## src/rtl/reset_seq_pkg.sv

```systemverilog
// Shared types and constants for the MMCM reset sequencer.
package reset_seq_pkg;

  // Sequencer states. The encoding is visible on state_o for debug.
  typedef enum logic [1:0] {
    MMCM_RST  = 2'd0,
    WAIT_LOCK = 2'd1,
    REL_CORE  = 2'd2,
    RUN       = 2'd3
  } seq_state_e;

  localparam int RELOCK_CNT_W = 8;

  // Add one, but stick at all-ones. The relock counter must never wrap.
  function automatic logic [RELOCK_CNT_W-1:0] sat_inc(input logic [RELOCK_CNT_W-1:0] v);
    return (v == '1) ? v : v + 1'b1;
  endfunction

endpackage

```

## src/rtl/reset_sequencer_if.sv

```systemverilog
// Handshake bundle between the reset sequencer and the MMCM/reset consumers.
// sw_rst_i exists only when RESET_SEQ_SOFTRST_EN is defined.
interface reset_sequencer_if;
  import reset_seq_pkg::*;

  logic                    mmcm_locked_i;
`ifdef RESET_SEQ_SOFTRST_EN
  logic                    sw_rst_i;
`endif
  logic                    mmcm_rst_o;
  logic                    rst_core_o;
  logic                    rst_pwr_o;
  logic                    ready_o;
  logic [RELOCK_CNT_W-1:0] relock_cnt_o;
  logic [1:0]              state_o;

  // Sequencer side.
  modport master (
`ifdef RESET_SEQ_SOFTRST_EN
    input  sw_rst_i,
`endif
    input  mmcm_locked_i,
    output mmcm_rst_o,
    output rst_core_o,
    output rst_pwr_o,
    output ready_o,
    output relock_cnt_o,
    output state_o
  );

  // MMCM / reset-consumer side.
  modport slave (
`ifdef RESET_SEQ_SOFTRST_EN
    output sw_rst_i,
`endif
    output mmcm_locked_i,
    input  mmcm_rst_o,
    input  rst_core_o,
    input  rst_pwr_o,
    input  ready_o,
    input  relock_cnt_o,
    input  state_o
  );

endinterface

```

## src/rtl/sync_2ff.sv

```systemverilog
// Generic two-flop bit synchronizer, reset value 0. Used for every
// asynchronous level that crosses into the clock domain.
module sync_2ff #(
  parameter int WIDTH = 1
) (
  input  logic             clk_i,
  input  logic             rst_i,
  input  logic [WIDTH-1:0] d_i,
  output logic [WIDTH-1:0] q_o
);

  logic [WIDTH-1:0] meta_q;
  logic [WIDTH-1:0] sync_q;

  // First flop may go metastable; second flop gives it a cycle to settle.
  always_ff @(posedge clk_i or posedge rst_i) begin
    if (rst_i) begin
      meta_q <= '0;
      sync_q <= '0;
    end else begin
      meta_q <= d_i;
      sync_q <= meta_q;
    end
  end

  assign q_o = sync_q;

endmodule

```

## src/rtl/reset_sequencer.sv

```systemverilog
// MMCM reset sequencer: pulses the MMCM reset, waits for a stable lock,
// releases the core reset and then, later, the power-stage reset. Any loss
// of lock (or a lock timeout) restarts the sequence from the MMCM reset.
// Optional macro RESET_SEQ_SOFTRST_EN adds sw_rst_i, a synchronous software
// reset that behaves like a lock loss and holds the MMCM reset while high.
module reset_sequencer
  import reset_seq_pkg::*;
#(
  parameter int MMCM_RST_CYCLES     = 16,
  parameter int LOCK_STABLE_CYCLES  = 256,
  parameter int LOCK_TIMEOUT_CYCLES = 65535,
  parameter int CORE_TO_PWR_CYCLES  = 1024,
  parameter int CNT_W               = 17
) (
  input  logic              clk_80MHz_i,
  input  logic              rst_i,
  reset_sequencer_if.master seq_if
);

  localparam logic [CNT_W-1:0] MMCM_LAST    = CNT_W'(MMCM_RST_CYCLES - 1);
  localparam logic [CNT_W-1:0] STABLE_LAST  = CNT_W'(LOCK_STABLE_CYCLES - 1);
  localparam logic [CNT_W-1:0] TIMEOUT_LAST = CNT_W'(LOCK_TIMEOUT_CYCLES - 1);
  localparam logic [CNT_W-1:0] C2P_LAST     = CNT_W'(CORE_TO_PWR_CYCLES - 1);

  logic                    lock_s;
  seq_state_e              state_q, state_d;
  logic [CNT_W-1:0]        cnt_q, cnt_d;
  logic [CNT_W-1:0]        stab_q, stab_d;
  logic [RELOCK_CNT_W-1:0] relock_q, relock_d;
  logic                    mmcm_rst_q, rst_core_q, rst_pwr_q, ready_q;
  logic                    bump;

  sync_2ff #(.WIDTH(1)) u_lock_sync (
    .clk_i (clk_80MHz_i),
    .rst_i (rst_i),
    .d_i   (seq_if.mmcm_locked_i),
    .q_o   (lock_s)
  );

`ifdef RESET_SEQ_SOFTRST_EN
  logic sw_q;

  // Previous sw_rst_i level, so a held request is counted only once.
  always_ff @(posedge clk_80MHz_i or posedge rst_i) begin
    if (rst_i) sw_q <= 1'b0;
    else       sw_q <= seq_if.sw_rst_i;
  end
`endif

  // Next-state, shared delay counter, stable-lock counter and relock count.
  always_comb begin
    state_d  = state_q;
    cnt_d    = cnt_q + 1'b1;
    stab_d   = '0;
    relock_d = relock_q;
    bump     = 1'b0;
    case (state_q)
      MMCM_RST: begin
        if (cnt_q == MMCM_LAST) begin
          state_d = WAIT_LOCK;
          cnt_d   = '0;
        end
      end
      WAIT_LOCK: begin
        if (lock_s) stab_d = stab_q + 1'b1;
        // Stability is checked first so it wins a tie with the timeout.
        if (lock_s && (stab_q == STABLE_LAST)) begin
          state_d = REL_CORE;
          cnt_d   = '0;
          stab_d  = '0;
        end else if (cnt_q == TIMEOUT_LAST) begin
          state_d = MMCM_RST;
          cnt_d   = '0;
          stab_d  = '0;
          bump    = 1'b1;
        end
      end
      REL_CORE: begin
        if (!lock_s) begin
          state_d = MMCM_RST;
          cnt_d   = '0;
          bump    = 1'b1;
        end else if (cnt_q == C2P_LAST) begin
          state_d = RUN;
          cnt_d   = '0;
        end
      end
      RUN: begin
        // Counter parked at zero so it cannot wrap during long runs.
        cnt_d = '0;
        if (!lock_s) begin
          state_d = MMCM_RST;
          bump    = 1'b1;
        end
      end
      default: begin
        state_d = MMCM_RST;
        cnt_d   = '0;
      end
    endcase
`ifdef RESET_SEQ_SOFTRST_EN
    // Software reset overrides everything and pins the MMCM reset phase.
    if (seq_if.sw_rst_i) begin
      state_d = MMCM_RST;
      cnt_d   = '0;
      stab_d  = '0;
      bump    = !sw_q;
    end
`endif
    if (bump) relock_d = sat_inc(relock_q);
  end

  // State, counters and registered outputs decoded from the next state.
  always_ff @(posedge clk_80MHz_i or posedge rst_i) begin
    if (rst_i) begin
      state_q    <= MMCM_RST;
      cnt_q      <= '0;
      stab_q     <= '0;
      relock_q   <= '0;
      mmcm_rst_q <= 1'b1;
      rst_core_q <= 1'b1;
      rst_pwr_q  <= 1'b1;
      ready_q    <= 1'b0;
    end else begin
      state_q    <= state_d;
      cnt_q      <= cnt_d;
      stab_q     <= stab_d;
      relock_q   <= relock_d;
      mmcm_rst_q <= (state_d == MMCM_RST);
      rst_core_q <= (state_d == MMCM_RST) || (state_d == WAIT_LOCK);
      rst_pwr_q  <= (state_d != RUN);
      ready_q    <= (state_d == RUN);
    end
  end

  assign seq_if.mmcm_rst_o   = mmcm_rst_q;
  assign seq_if.rst_core_o   = rst_core_q;
  assign seq_if.rst_pwr_o    = rst_pwr_q;
  assign seq_if.ready_o      = ready_q;
  assign seq_if.relock_cnt_o = relock_q;
  assign seq_if.state_o      = state_q;

endmodule

```

## src/flat_wrapper.sv

```systemverilog
// flat-port wrapper written by rule: the top's interface ports become plain ports
module reset_sequencer_flat import reset_seq_pkg::*;
#(
  parameter int MMCM_RST_CYCLES     = 16,
  parameter int LOCK_STABLE_CYCLES  = 256,
  parameter int LOCK_TIMEOUT_CYCLES = 65535,
  parameter int CORE_TO_PWR_CYCLES  = 1024,
  parameter int CNT_W               = 17
)
  (clk_80MHz_i, rst_i, seq_if_mmcm_locked_i, seq_if_mmcm_rst_o, seq_if_rst_core_o, seq_if_rst_pwr_o, seq_if_ready_o, seq_if_relock_cnt_o, seq_if_state_o);
  reset_sequencer_if seq_if_i ();
  input  logic clk_80MHz_i;
  input  logic rst_i;
  input wire logic [$bits(seq_if_i.mmcm_locked_i)-1:0] seq_if_mmcm_locked_i;
  output wire logic [$bits(seq_if_i.mmcm_rst_o)-1:0] seq_if_mmcm_rst_o;
  output wire logic [$bits(seq_if_i.rst_core_o)-1:0] seq_if_rst_core_o;
  output wire logic [$bits(seq_if_i.rst_pwr_o)-1:0] seq_if_rst_pwr_o;
  output wire logic [$bits(seq_if_i.ready_o)-1:0] seq_if_ready_o;
  output wire logic [$bits(seq_if_i.relock_cnt_o)-1:0] seq_if_relock_cnt_o;
  output wire logic [$bits(seq_if_i.state_o)-1:0] seq_if_state_o;
  assign seq_if_i.mmcm_locked_i = seq_if_mmcm_locked_i;
  assign seq_if_mmcm_rst_o = seq_if_i.mmcm_rst_o;
  assign seq_if_rst_core_o = seq_if_i.rst_core_o;
  assign seq_if_rst_pwr_o = seq_if_i.rst_pwr_o;
  assign seq_if_ready_o = seq_if_i.ready_o;
  assign seq_if_relock_cnt_o = seq_if_i.relock_cnt_o;
  assign seq_if_state_o = seq_if_i.state_o;
  reset_sequencer #(.MMCM_RST_CYCLES(MMCM_RST_CYCLES), .LOCK_STABLE_CYCLES(LOCK_STABLE_CYCLES), .LOCK_TIMEOUT_CYCLES(LOCK_TIMEOUT_CYCLES), .CORE_TO_PWR_CYCLES(CORE_TO_PWR_CYCLES), .CNT_W(CNT_W)) u_core (.clk_80MHz_i(clk_80MHz_i), .rst_i(rst_i), .seq_if(seq_if_i));
endmodule
```

## config.mk

```make
export PLATFORM = sky130hd
export DESIGN_NAME = reset_sequencer_flat
export DESIGN_NICKNAME = d
export VERILOG_FILES = /design/src/rtl/reset_seq_pkg.sv /design/src/rtl/reset_sequencer_if.sv /design/src/rtl/sync_2ff.sv /design/src/rtl/reset_sequencer.sv /design/src/flat_wrapper.sv
export SDC_FILE = /design/constraint.sdc
export NUM_CORES = 1
export LEC_CHECK = 0
export ABC_AREA = 0
export CAP_MARGIN = 20
export CORE_MARGIN = 2
export CORE_UTILIZATION = 62
export DETAILED_ROUTE_END_ITERATION = 7
export PLACE_DENSITY = 0.83
export SYNTH_ARGS = -nofsm -noshare
export SYNTH_HDL_FRONTEND = slang
export SYNTH_HIERARCHICAL = 1
export SYNTH_SLANG_ARGS = --single-unit
```

## constraint.sdc

```tcl
create_clock -name clk_80MHz_i -period 3.9 [get_ports clk_80MHz_i]
set_input_delay 0.585 -clock clk_80MHz_i [delete_from_list [all_inputs] [get_ports clk_80MHz_i]]
set_output_delay 0.585 -clock clk_80MHz_i [all_outputs]
set_load 0.05 [all_outputs]
```

---- Word level (Yosys, flattened, before mapping) ----
Cells that the tools add are included.
word-level totals
  register bits ........................... 50
  bits of input ports ..................... 3
  output and inout bits ................... 14
  word-level logic and storage cells ...... 52
cells by class
  add/sub/neg operators ................... 3
  equal/unequal tests ..................... 11
  multiplexer cells ....................... 21
  bitwise gates (word level) .............. 1
  reduce and logical (&&, ||, !) cells .... 6
operator list
  cell                     count
  $mux W17                 9
  $pmux W17 S4             1
  $add A17 B1 Y17 const B  2
  $eq A17 B10 Y1 const B   1
  $eq A17 B16 Y1 const B   1
  $eq A17 B4 Y1 const B    1
  $eq A17 B8 Y1 const B    1
  $mux W2                  6
  $add A8 B1 Y8 const B    1
  $eq A8 B8 Y1 const B     1
  $pmux W2 S4              1
  $eq A2 B2 Y1 const B     3
  $eq A2 B1 Y1 const B     2
  $logic_not A2 Y1         2
  $mux W1                  3
  $ne A2 B2 Y1 const B     1
  $pmux W1 S2              1
  $reduce_and A2 Y1        1
  $reduce_or A2 Y1         1
  $logic_and A1 B1 Y1      1
  $logic_or A1 B1 Y1       1
  $not A1 Y1               1

---- Depth between registers and ports, before layout ----
Gate-level depths: netlist of the first run.
  depth after elaboration ................. 6
  depth in mapped cells ................... 8
  mapped depth without buffers ............ 7

---- Cells and area by module ----
Netlist of the first run, hierarchy kept.
modules (own cells, without submodules)
  module           instances  cells an instance  area each (µm²)  seq. area each (µm²)
  reset_sequencer  1          232                2374.8           1204.9
  sync_2ff         1          3                  53.8             50.0

---- Least setup slack after synthesis of the first run ----
OpenSTA, ideal clock, no wires.
  path kind ............................... flip-flop to flip-flop
  start ................................... register u_core.state_q[0] (netlist: u_core/seq_if.state_o[0])
  end ..................................... register u_core.relock_q[7] (netlist: u_core/seq_if.relock_cnt_o[7])
  library setup time ...................... 0.125 ns
  data arrival time ....................... 2.163 ns
  data required time ...................... 3.775 ns
  slack ................................... 1.612 ns
  cell stages (with the launch flop) ...... 6
  buffers on the path ..................... 0
  period minus slack after synthesis ...... 2.288 ns
  cells stage by stage .................... dfrtp_1 -> nor2b_1 -> inv_1 -> a2111o_1 -> a211oi_1 -> mux2_2
between the ends
  longest elaborated chain between the ends .. 4
  elaborated cells on any way between the ends .. 6
  those cells by class .................... 3 x eq/ne; 1 x mux; 2 x reduce/logical
RTL lines
  element                        RTL line                RTL
  start, declared                reset_sequencer.sv:26   seq_state_e state_q, state_d;
  start signal, assigned         reset_sequencer.sv:125  state_q <= state_d;
  $eq A2 B2 Y1                   reset_sequencer.sv:57   case (state_q)
  $reduce_or A2 Y1 (no line)     --
  $pmux W1 S2 *                  reset_sequencer.sv:57
  $reduce_and A2 Y1 (no line) *  --
  end signal, assigned           reset_sequencer.sv:128  relock_q <= relock_d;
  end, declared                  reset_sequencer.sv:29   logic [RELOCK_CNT_W-1:0] relock_q, relock_d;
Every way passes the cells marked *; elsewhere a longest branch is shown, timed or not.
A chain may end at the register's enable or synchronous reset.

---- Worst setup path in the final report of the first run ----
  start ................................... register u_core.cnt_q[0]
  end ..................................... register u_core.cnt_q[4]
between the ends
  longest elaborated chain between the ends .. 4
  elaborated cells on any way between the ends .. 10
  those cells by class .................... 1 x add/sub; 3 x eq/ne; 6 x mux
RTL lines
  element                                  RTL line                                      RTL
  start, declared                          reset_sequencer.sv:27                         logic [CNT_W-1:0] cnt_q, cnt_d;
  start signal, assigned                   reset_sequencer.sv:126                        cnt_q <= cnt_d;
  $add A17 B1 Y17 (tied with other cells)  reset_sequencer.sv:53                         cnt_d = cnt_q + 1'b1;
  $mux W17 (on tied branches)              reset_sequencer.sv:83, reset_sequencer.sv:71
  $mux W17 (on tied branches)              reset_sequencer.sv:79, reset_sequencer.sv:67
  $pmux W17 S4 *                           reset_sequencer.sv:57
  named net u_core.cnt_d[4]                reset_sequencer.sv:27
Mark *: on every way through the listed nets, which the timed path passes. The rest lies on a longest branch.

==> results.toml, run 1 <==
[status]
status = "finished, final reports clean"

[worst_hold_path]
min_path_type = "reg2reg"
hold_depth = 0

[clock_network]
cts.reportedPaths.clkPinSlew_ps = 90
cts.hold.buffers_added = 0
root_buffer = "sky130_fd_sc_hd__clkbuf_8"
numClockSinks = 50
cts.htree.levels = 2
cts_inserted_buffers = 5
clkLatencyLatePin_ps = 300
max-clock-path-buffers = 2
cts_setup_buffers = 0
cts.repair.resized = 0
tritoncts = "yes"

[placement]
gpl.final_weighted_congestion = 0.761
hpwl_um = 3160
numPortBuffers = 16
placed_instances = 297
placedInstanceArea_um2 = 2630

[timing]
slew_headroom_pct = 45.2
timing.hold.ws_ps = 363
grt_setup_unrepaired = "no"
fmax_mhz = 389
min_period_over_period_pct = 65.9
drv_slew = 0
worst-slew-pin-transition_ps = 811
final.setup_skew_ps = 8.75
finalWorstPathRequiredPeriod_ps = 2570
setup-violations-final = 0
timing_hold_violations_final = 0
finalSetupTns_ps = 0

[power]
p_leak_uw = 0.00124
vdd_ir_drop_max_mv = 0.232
power.density_cell_area_nw_per_um2 = 311

[logic_synthesis]
yosys_register_bits = 50
netlist_area_um2 = 2430
synth-async-reset-ratio_pct = 100
synth_enable_flop_cells = 0
synth_nets = 242
syn_avg_cell_area_um2 = 10.3
postSynthCellCount = 235
synth_sequential_area_ratio_pct = 51.7
synthDistinctLibCells = 40
yosys_warnings = 6
ys_dominant_reg_cell = "sky130_fd_sc_hd__dfrtp_1"

[floorplan]
core-area_um2 = 3720
design.portCount = 17
area_of_the_die_um2 = 4430
die_w_um = 66.6
initial_utilization_pct = 65.4
die_height_um = 66.6
row_count = 22

[drt]
vias_per_cell = 5.59
detail_route.wirelength_um = 4580
wl_per_cell_um = 15.0
dr.first_iter.drc_count = 86
antenna_left = 0
num_vias = 1710
drc = 0
firstDrtPassIters = 4

[setup_path]
crit_path_max_incr_delay_ps = 680
ff2ff_setup_slack_ps = 1330
worst_path_maximum_fanout = 17
crit_path_start_kind = "register"
timing.critical_path.slowest_stage_cell = "sky130_fd_sc_hd__a221oi_4"
worstPathCellList = "ha_1, nand3_1, nor3_1, a21oi_1, a221oi_4, nor2_1"
worstPathArrival_ps = 2730
worstSetupPathDepth = 6
critical_path.endpoint_type = "register"
critPathBufInv = 0
worst-setup-path-type = "reg2reg"
critPathRequiredTime_ps = 4060
cpLargestDelayFamily = "compound AO/OA/AOI/OAI gates"
r2r_cells = 6

[final_layout]
fin_area_um2 = 2740
finish.net_count = 264
layout.filler_cells = 268
final_layout_size_suffix_gt1_share_pct = 9.69
regArea_um2 = 1250
final_cell_count_without_fillers = 306
final_util_pct = 73.8
multi_input_area_um2 = 1110
syn2layout_area_growth_pct = 13.0
num_antenna_cells = 0

[grt]
grt_pass1_wl_um = 7560
first_global_vias = 1675
grt_max_degree = 49
antenna_violations_before_repair = 0
grt.total_usage_pct = 22.6
global_route.overflow_total = 0

[run]
timing.max_cap.violations = 0
## cells in the mapped netlist, types with 2 or more instances
master	number	area, µm²
sky130_fd_sc_hd__dfrtp_1	47	1180
sky130_fd_sc_hd__nand4_1	6	37.5
sky130_fd_sc_hd__nor2_1	42	158
sky130_fd_sc_hd__nand3_1	15	75.1
sky130_fd_sc_hd__and3_1	6	37.5
sky130_fd_sc_hd__or4_1	2	15.0
sky130_fd_sc_hd__and2_1	3	18.8
sky130_fd_sc_hd__xnor2_1	13	114
sky130_fd_sc_hd__xor2_1	18	158
sky130_fd_sc_hd__nand2_1	18	67.6
sky130_fd_sc_hd__inv_1	12	45.0
sky130_fd_sc_hd__mux2_2	7	78.8
sky130_fd_sc_hd__nor2b_1	2	12.5
sky130_fd_sc_hd__nor4_1	2	12.5
sky130_fd_sc_hd__dfstp_2	3	78.8
sky130_fd_sc_hd__nand2b_1	2	12.5
sky130_fd_sc_hd__nor3_1	3	15.0
sky130_fd_sc_hd__a21boi_0	3	22.5
sky130_fd_sc_hd__and4_1	3	26.3
sky130_fd_sc_hd__a21oi_1	5	25.0
sky130_fd_sc_hd__ha_1	4	50.1
## layout make-up
cell class	count	area share, %
sequential	50	45.7
multi-input combinational	171	40.5
clock buffer	7	3.15
inverter	12	1.64
timing repair buffer	17	6.57
tap	48	2.19
clock inverter	1	0.182
## registers in the layout (all words and copies together), names as in the netlist
register / flops
u_core/stab_q: 17
u_core/seq_if.rst_pwr_o: 1
u_core/seq_if.mmcm_rst_o: 1
u_core/u_lock_sync/meta_q: 1
u_core/u_lock_sync/q_o: 1
u_core/seq_if.relock_cnt_o: 8
u_core/cnt_q: 17
u_core/seq_if.state_o: 2
u_core/seq_if.rst_core_o: 1
u_core/seq_if.ready_o: 1
## final timing paths
path / startpoint / end
worst max-delay path: u_core/cnt_q[0] / u_core/cnt_q[4]
worst min-delay path: u_core/u_lock_sync/meta_q / u_core/u_lock_sync/q_o
worst max register to register: u_core/cnt_q[0] / u_core/cnt_q[4]
worst min register to register: u_core/u_lock_sync/meta_q / u_core/u_lock_sync/q_o
max in group asynchronous: rst_i / u_core/seq_if.mmcm_rst_o
min in group asynchronous: rst_i / u_core/u_lock_sync/meta_q
## cells by family (layout without fill, tap and decap cells)
family,Yosys count,count (layout),share of synthesized area [%]
AO/OA/AOI/OAI,18,18,6.08
XOR/XNOR,31,31,11.2
adder cells (fa/ha/maj),4,4,2.06
buffers and inverters,14,37,2.52
flip-flops,50,50,51.7
multiplexers,7,7,3.25
AND/OR/NAND/NOR,111,111,23.2
## placed cells by master, fill, tap and decap left out, types with 2 or more instances in the layout
master,n
sky130_fd_sc_hd__ha_1,4
sky130_fd_sc_hd__a21oi_1,5
sky130_fd_sc_hd__xnor2_1,13
sky130_fd_sc_hd__nand4_1,6
sky130_fd_sc_hd__nor3_1,3
sky130_fd_sc_hd__clkbuf_8,6
sky130_fd_sc_hd__nand3_1,15
sky130_fd_sc_hd__dfrtp_1,47
sky130_fd_sc_hd__dfstp_2,3
sky130_fd_sc_hd__nand2_1,18
sky130_fd_sc_hd__nand2b_1,2
sky130_fd_sc_hd__nor4_1,2
sky130_fd_sc_hd__xor2_1,18
sky130_fd_sc_hd__inv_1,11
sky130_fd_sc_hd__clkdlybuf4s50_1,16
sky130_fd_sc_hd__nor2_1,42
sky130_fd_sc_hd__mux2_2,7
sky130_fd_sc_hd__and3_1,6
sky130_fd_sc_hd__or4_1,2
sky130_fd_sc_hd__nor2b_1,2
sky130_fd_sc_hd__and4_1,3
sky130_fd_sc_hd__a21boi_0,3
sky130_fd_sc_hd__and2_1,3
## per-stage QoR
step	setup WS [ps]	power, µW
2_1_floorplan	1610	549
3_3_place_gp	1530	556
3_5_place_dp	1360	556
4_1_cts	1340	863
5_1_grt	1070	888
6_report	1330	854
## routing by layer
metal	part of all wire (%)	wire (µm)	global-route usage, %
met1	44	2020	28.5
met2	52	2360	39.1
met3	3.1	142	5.07
met4	1.2	53	6.12
met5	0	0	0
## worst register-to-register path: stages (launching register included)
cell	delay [ps]
sky130_fd_sc_hd__dfrtp_1	440
sky130_fd_sc_hd__ha_1	220
sky130_fd_sc_hd__nand3_1	170
sky130_fd_sc_hd__nor3_1	540
sky130_fd_sc_hd__a21oi_1	240
sky130_fd_sc_hd__a221oi_4	680
sky130_fd_sc_hd__nor2_1	140
## power breakdown
group | switching [µW] | internal (µW)
Clock | 163 | 143
Sequential | 3.43 | 522
Combinational | 15.6 | 6.82
(Power assumes the default switching activity.)
==> run 2, diff against run 1 <==
Settings changed: CORE_UTILIZATION 62 to 58, PLACE_DENSITY 0.83 to 0.79.
Clock period 3.9 ns to 2.65 ns, I/O delays scaled along.
==> run 2 against run 1 <==
Die area increased by 6.5%; critical path depth did not move; sequential share of layout area decreased by 0.21 points; register-to-register slack got worse by 900 ps; final cell count rose by 2.0%; sequential power is 47% higher; power increased by 45%; first-iteration DRC count up 28%; largest cell class unchanged; wire length shrank 1.9%; hold slack worse by 81 ps; clock-buffer cell count unchanged; design area grew 0.46%; critical path type unchanged.
==> results.toml, run 2 (synthesis results as in run 1) <==
[setup_path]
timing.critical_path.slowest_stage_cell = "sky130_fd_sc_hd__or4_1"
worstPathCellList = "or4_1, nor4_1, a311oi_1, a221oi_4, buf_4, nor2_1"
worst-setup-path-type = "reg2reg"
worstPathArrival_ps = 2400
r2r-end = "u_core/cnt_q[10]"
worst_reg2reg_startpoint = "u_core/cnt_q[14]"
crit_path_max_incr_delay_ps = 510
critPathBufInv = 1
r2r_cells = 6
cpLargestDelayFamily = "simple AND/OR/NAND/NOR gates"
critical_path.endpoint_type = "register"
critPathRequiredTime_ps = 2830
crit_path_start_kind = "register"
worst_path_maximum_fanout = 17
ff2ff_setup_slack_ps = 430

[clock_network]
cts.hold.buffers_added = 0
root_buffer = "sky130_fd_sc_hd__clkbuf_8"
tritoncts = "yes"
cts.reportedPaths.clkPinSlew_ps = 90
clkLatencyLatePin_ps = 300
cts_setup_buffers = 0
cts.htree.levels = 2
numClockSinks = 50
max-clock-path-buffers = 2
cts.repair.resized = 0
cts_inserted_buffers = 5

[drt]
wl_per_cell_um = 14.4
antenna_left = 0
detail_route.wirelength_um = 4490
dr.first_iter.drc_count = 110
drc = 0
firstDrtPassIters = 4
vias_per_cell = 5.46
num_vias = 1703

[placement]
placed_instances = 304
hpwl_um = 3300
gpl.final_weighted_congestion = 0.759
numPortBuffers = 16

[status]
status = "finished, final reports clean"

[timing]
slew_headroom_pct = 41.5
worst-slew-pin-transition_ps = 865
timing_hold_violations_final = 0
final.setup_skew_ps = 11.4
finalSetupTns_ps = 0
finalWorstPathRequiredPeriod_ps = 2220
drv_slew = 0
grt_setup_unrepaired = "no"
fmax_mhz = 451
setup-violations-final = 0
min_period_over_period_pct = 83.7

[grt]
grt_pass1_wl_um = 7770
antenna_violations_before_repair = 0
global_route.overflow_total = 0
grt.total_usage_pct = 22.8
grt_max_degree = 20
first_global_vias = 1660

[floorplan]
design.portCount = 17
area_of_the_die_um2 = 4720
core-area_um2 = 4030
die_w_um = 68.7
initial_utilization_pct = 60.3
die_height_um = 68.7
row_count = 23

[final_layout]
final_cell_count_without_fillers = 312
finish.net_count = 268
layout_commonest_cell = "sky130_fd_sc_hd__dfrtp_1"
final_layout_size_suffix_gt1_share_pct = 10.7
syn2layout_area_growth_pct = 13.5
num_antenna_cells = 0
mostFrequentLayoutCells = "sky130_fd_sc_hd__dfrtp_1, sky130_fd_sc_hd__nor2_1, sky130_fd_sc_hd__nand2_1, sky130_fd_sc_hd__xor2_1, sky130_fd_sc_hd__clkdlybuf4s50_1"
layout.filler_cells = 334

[power]
power.density_cell_area_nw_per_um2 = 448
p_leak_uw = 0.00125
total_power_consumption_uw = 1240
vdd_ir_drop_max_mv = 0.264

[run]
timing.max_cap.violations = 0

[worst_hold_path]
min_path_type = "in2async"
run 2: per-stage QoR:
step	utilization, %	cell area [µm²]	setup WS (ps)	hold WS, ps
floorplan	-	2430	362	139
global placement	66.3	2670	466	333
detailed placement	66.3	2670	437	336
CTS	68.4	2760	426	273
global route	68.4	2760	269	298
finish	68.4	2760	432	283
run 2: worst max-delay path by stage:
stage                              from                             to  slack [ps]  cells after the start
2_1_floorplan  u_core/seq_if.state_o[0]  u_core/seq_if.relock_cnt_o[7]         360                      5
3_3_place_gp           u_core/stab_q[0]  u_core/seq_if.relock_cnt_o[7]         470                      6
3_5_place_dp           u_core/stab_q[0]  u_core/seq_if.relock_cnt_o[7]         440                      6
4_1_cts                u_core/cnt_q[14]               u_core/cnt_q[10]         430                      6
5_1_grt                u_core/stab_q[0]  u_core/seq_if.relock_cnt_o[7]         270                      6
6_report               u_core/cnt_q[14]               u_core/cnt_q[10]         430                      6
run 2: metal layers:
metal  track usage (%)  up-vias  part of all wire (%)
met5                 0        -                     0
met4              7.35        0                   1.6
met3              4.87        8                   2.5
met2              36.2       19                    50
met1              31.4      819                    46
li1                  -      857                     -
run 2: cell type report:
cell class | count | area (µm²) | area share [%]
clock buffer | 7 | 76.3 | 2.77
clock inverter | 1 | 7.51 | 0.272
inverter | 12 | 45.0 | 1.63
multi-input combinational | 171 | 1110 | 40.4
sequential | 50 | 1250 | 45.5
tap | 50 | 62.6 | 2.27
timing repair buffer | 21 | 198 | 7.17
run 2: where the power goes:
group	internal [µW]	leakage, µW	total, µW	switching [µW]
combinational	9.80	0.000546	33.3	23.5
clock	187	0.0000385	430	242
sequential	768	0.000667	773	4.88
total	965	0.00125	1240	271
run 2: worst reg2reg max path: cells and delay by family, from the launching register on:
family | cells | cell delay [ps]
AO/OA/AOI/OAI | 2 | 500
AND/OR/NAND/NOR | 3 | 900
buffers and inverters | 1 | 260
flip-flops | 1 | 440
==> run 3, diff against run 2 <==
Settings changed: CORE_UTILIZATION 58 to 52, PLACE_DENSITY 0.79 to 0.75.
Clock period 2.65 ns to 1.9 ns, I/O delays scaled along.
==> run 3 against run 2 <==
The run now ends with negative setup slack left; clock-buffer cell count is 1 lower; first-iteration DRC count decreased by 15%; largest cell class unchanged; final cell count rose by 15%; highest routed layer unchanged.
==> results.toml, run 3 (synthesis results as in run 1) <==
[placement]
pre_cts_ws_ps = -183
placedInstanceArea_um2 = 3050
numPortBuffers = 16
hpwl_um = 3710
gpl.final_weighted_congestion = 0.804

[drt]
wl_per_cell_um = 14.8
drc = 0
firstDrtPassIters = 5
dr.first_iter.drc_count = 94
vias_per_cell = 5.37
antenna_left = 0
detail_route.wirelength_um = 5330
num_vias = 1932

[final_layout]
layout.filler_cells = 301
syn2layout_area_growth_pct = 35.0
finish.net_count = 314
layout_commonest_cell = "sky130_fd_sc_hd__buf_4"
num_antenna_cells = 0
final_layout_size_suffix_gt1_share_pct = 31.5
fin_area_um2 = 3280
mostFrequentLayoutCells = "sky130_fd_sc_hd__buf_4, sky130_fd_sc_hd__dfrtp_1, sky130_fd_sc_hd__nor2_1, sky130_fd_sc_hd__nand2_1, sky130_fd_sc_hd__xor2_1"

[status]
status = "finished, violations left"
violations = "negative setup slack"

[grt]
antenna_violations_before_repair = 0
grt.total_usage_pct = 22.6
first_global_vias = 2025
grt_pass1_wl_um = 9120
global_route.overflow_total = 0
grt_max_degree = 36

[setup_path]
worst-setup-path-type = "reg2reg"
critPathRequiredTime_ps = 2100
critical_path.endpoint_type = "register"
cp-startpoint = "u_core/cnt_q[0]"
worst_reg2reg_startpoint = "u_core/cnt_q[0]"
crit_path_start_kind = "register"
worstPathArrival_ps = 2240
worst_path_maximum_fanout = 7

[timing]
grt_setup_unrepaired = "yes"
min_period_over_period_pct = 108
slew_headroom_pct = 66.7
postLayoutSetupSlackWorst_ps = -144
drv_slew = 0
setup-violations-final = 42
finalWorstPathRequiredPeriod_ps = 2040
final.setup_skew_ps = 8.19
finalSetupTns_ps = -3150
timing.hold.ws_ps = 164
timing_hold_violations_final = 0
fmax_mhz = 489
worst-slew-pin-transition_ps = 499

[power]
vdd_ir_drop_max_mv = 0.509
total_power_consumption_uw = 2050
p_leak_uw = 0.00157
power.density_cell_area_nw_per_um2 = 626

[floorplan]
row_count = 24
die_height_um = 72.3
core-area_um2 = 4410
die_w_um = 72.3
design.portCount = 17
initial_utilization_pct = 55.0
area_of_the_die_um2 = 5230

[clock_network]
numClockSinks = 50
cts.htree.levels = 2
tritoncts = "yes"
max-clock-path-buffers = 2
clkLatencyLatePin_ps = 310
cts_inserted_buffers = 5
cts.reportedPaths.clkPinSlew_ps = 90
root_buffer = "sky130_fd_sc_hd__clkbuf_8"
cts.hold.buffers_added = 0

[run]
timing.max_cap.violations = 0

[worst_hold_path]
min_path_type = "in2async"
## run 3: final cells by class
class	instances	area [µm²]	share of cell area, %
Clock inverter	2	60.1	1.83
Multi-Input combinational cell	171	1200	36.5
Timing Repair Buffer	67	571	17.4
Tap cell	52	65.1	1.98
Sequential cell	50	1260	38.4
Inverter	12	45.0	1.37
Clock buffer	6	82.6	2.52
## run 3: final timing paths
path                                                 endpoint  slack, ps  depth (start not counted)
worst max-delay path            u_core/seq_if.relock_cnt_o[7]       -140                          7
worst min-delay path                u_core/u_lock_sync/meta_q        160                          2
worst max register to register  u_core/seq_if.relock_cnt_o[7]       -140                          7
worst min register to register         u_core/u_lock_sync/q_o        370                          0
max in group asynchronous            u_core/seq_if.rst_core_o       1100                          3
min in group clk_80MHz_i               u_core/u_lock_sync/q_o        370                          0
## run 3: where the power goes
part / switching [µW] / internal [µW] / leakage, µW
combinational: 38.8 / 27.6 / 0.000835
sequential: 4.82 / 1070 / 0.000661
clock: 350 / 561 / 0.0000714
## run 3: stage by stage
step | util, % | std cells
floorplan | - | 235
global placement | 69.2 | 349
detailed placement | 69.2 | 349
CTS | 73.9 | 360
global route | 74.3 | 360
finish | 74.3 | 360
## run 3: what timing repair did
action / CTS / global route
gates resized for setup: 9 / 5
buffers inserted: 3 / 0
setup endpoints to repair: 43 / 44
pin swaps: 4 / 1
## run 3: layer usage
| metal | global-route usage, % | vias up | share of wire [%] |
|---|---|---|---|
| met5 | 0 | - | 0 |
| met4 | 7.97 | 0 | 2.2 |
| met3 | 5.69 | 12 | 3.5 |
| met2 | 37.9 | 33 | 51 |
| met1 | 28.3 | 942 | 43 |
| li1 | - | 945 | - |
## run 3: critical path, cell delays in order, from the launching register on
cell and delay, ps:
sky130_fd_sc_hd__dfrtp_1 390, sky130_fd_sc_hd__inv_1 60, sky130_fd_sc_hd__ha_1 140, sky130_fd_sc_hd__and4b_1 200, sky130_fd_sc_hd__nand4_1 130, sky130_fd_sc_hd__a2111o_1 430
sky130_fd_sc_hd__a211oi_2 270, sky130_fd_sc_hd__mux2_4 320
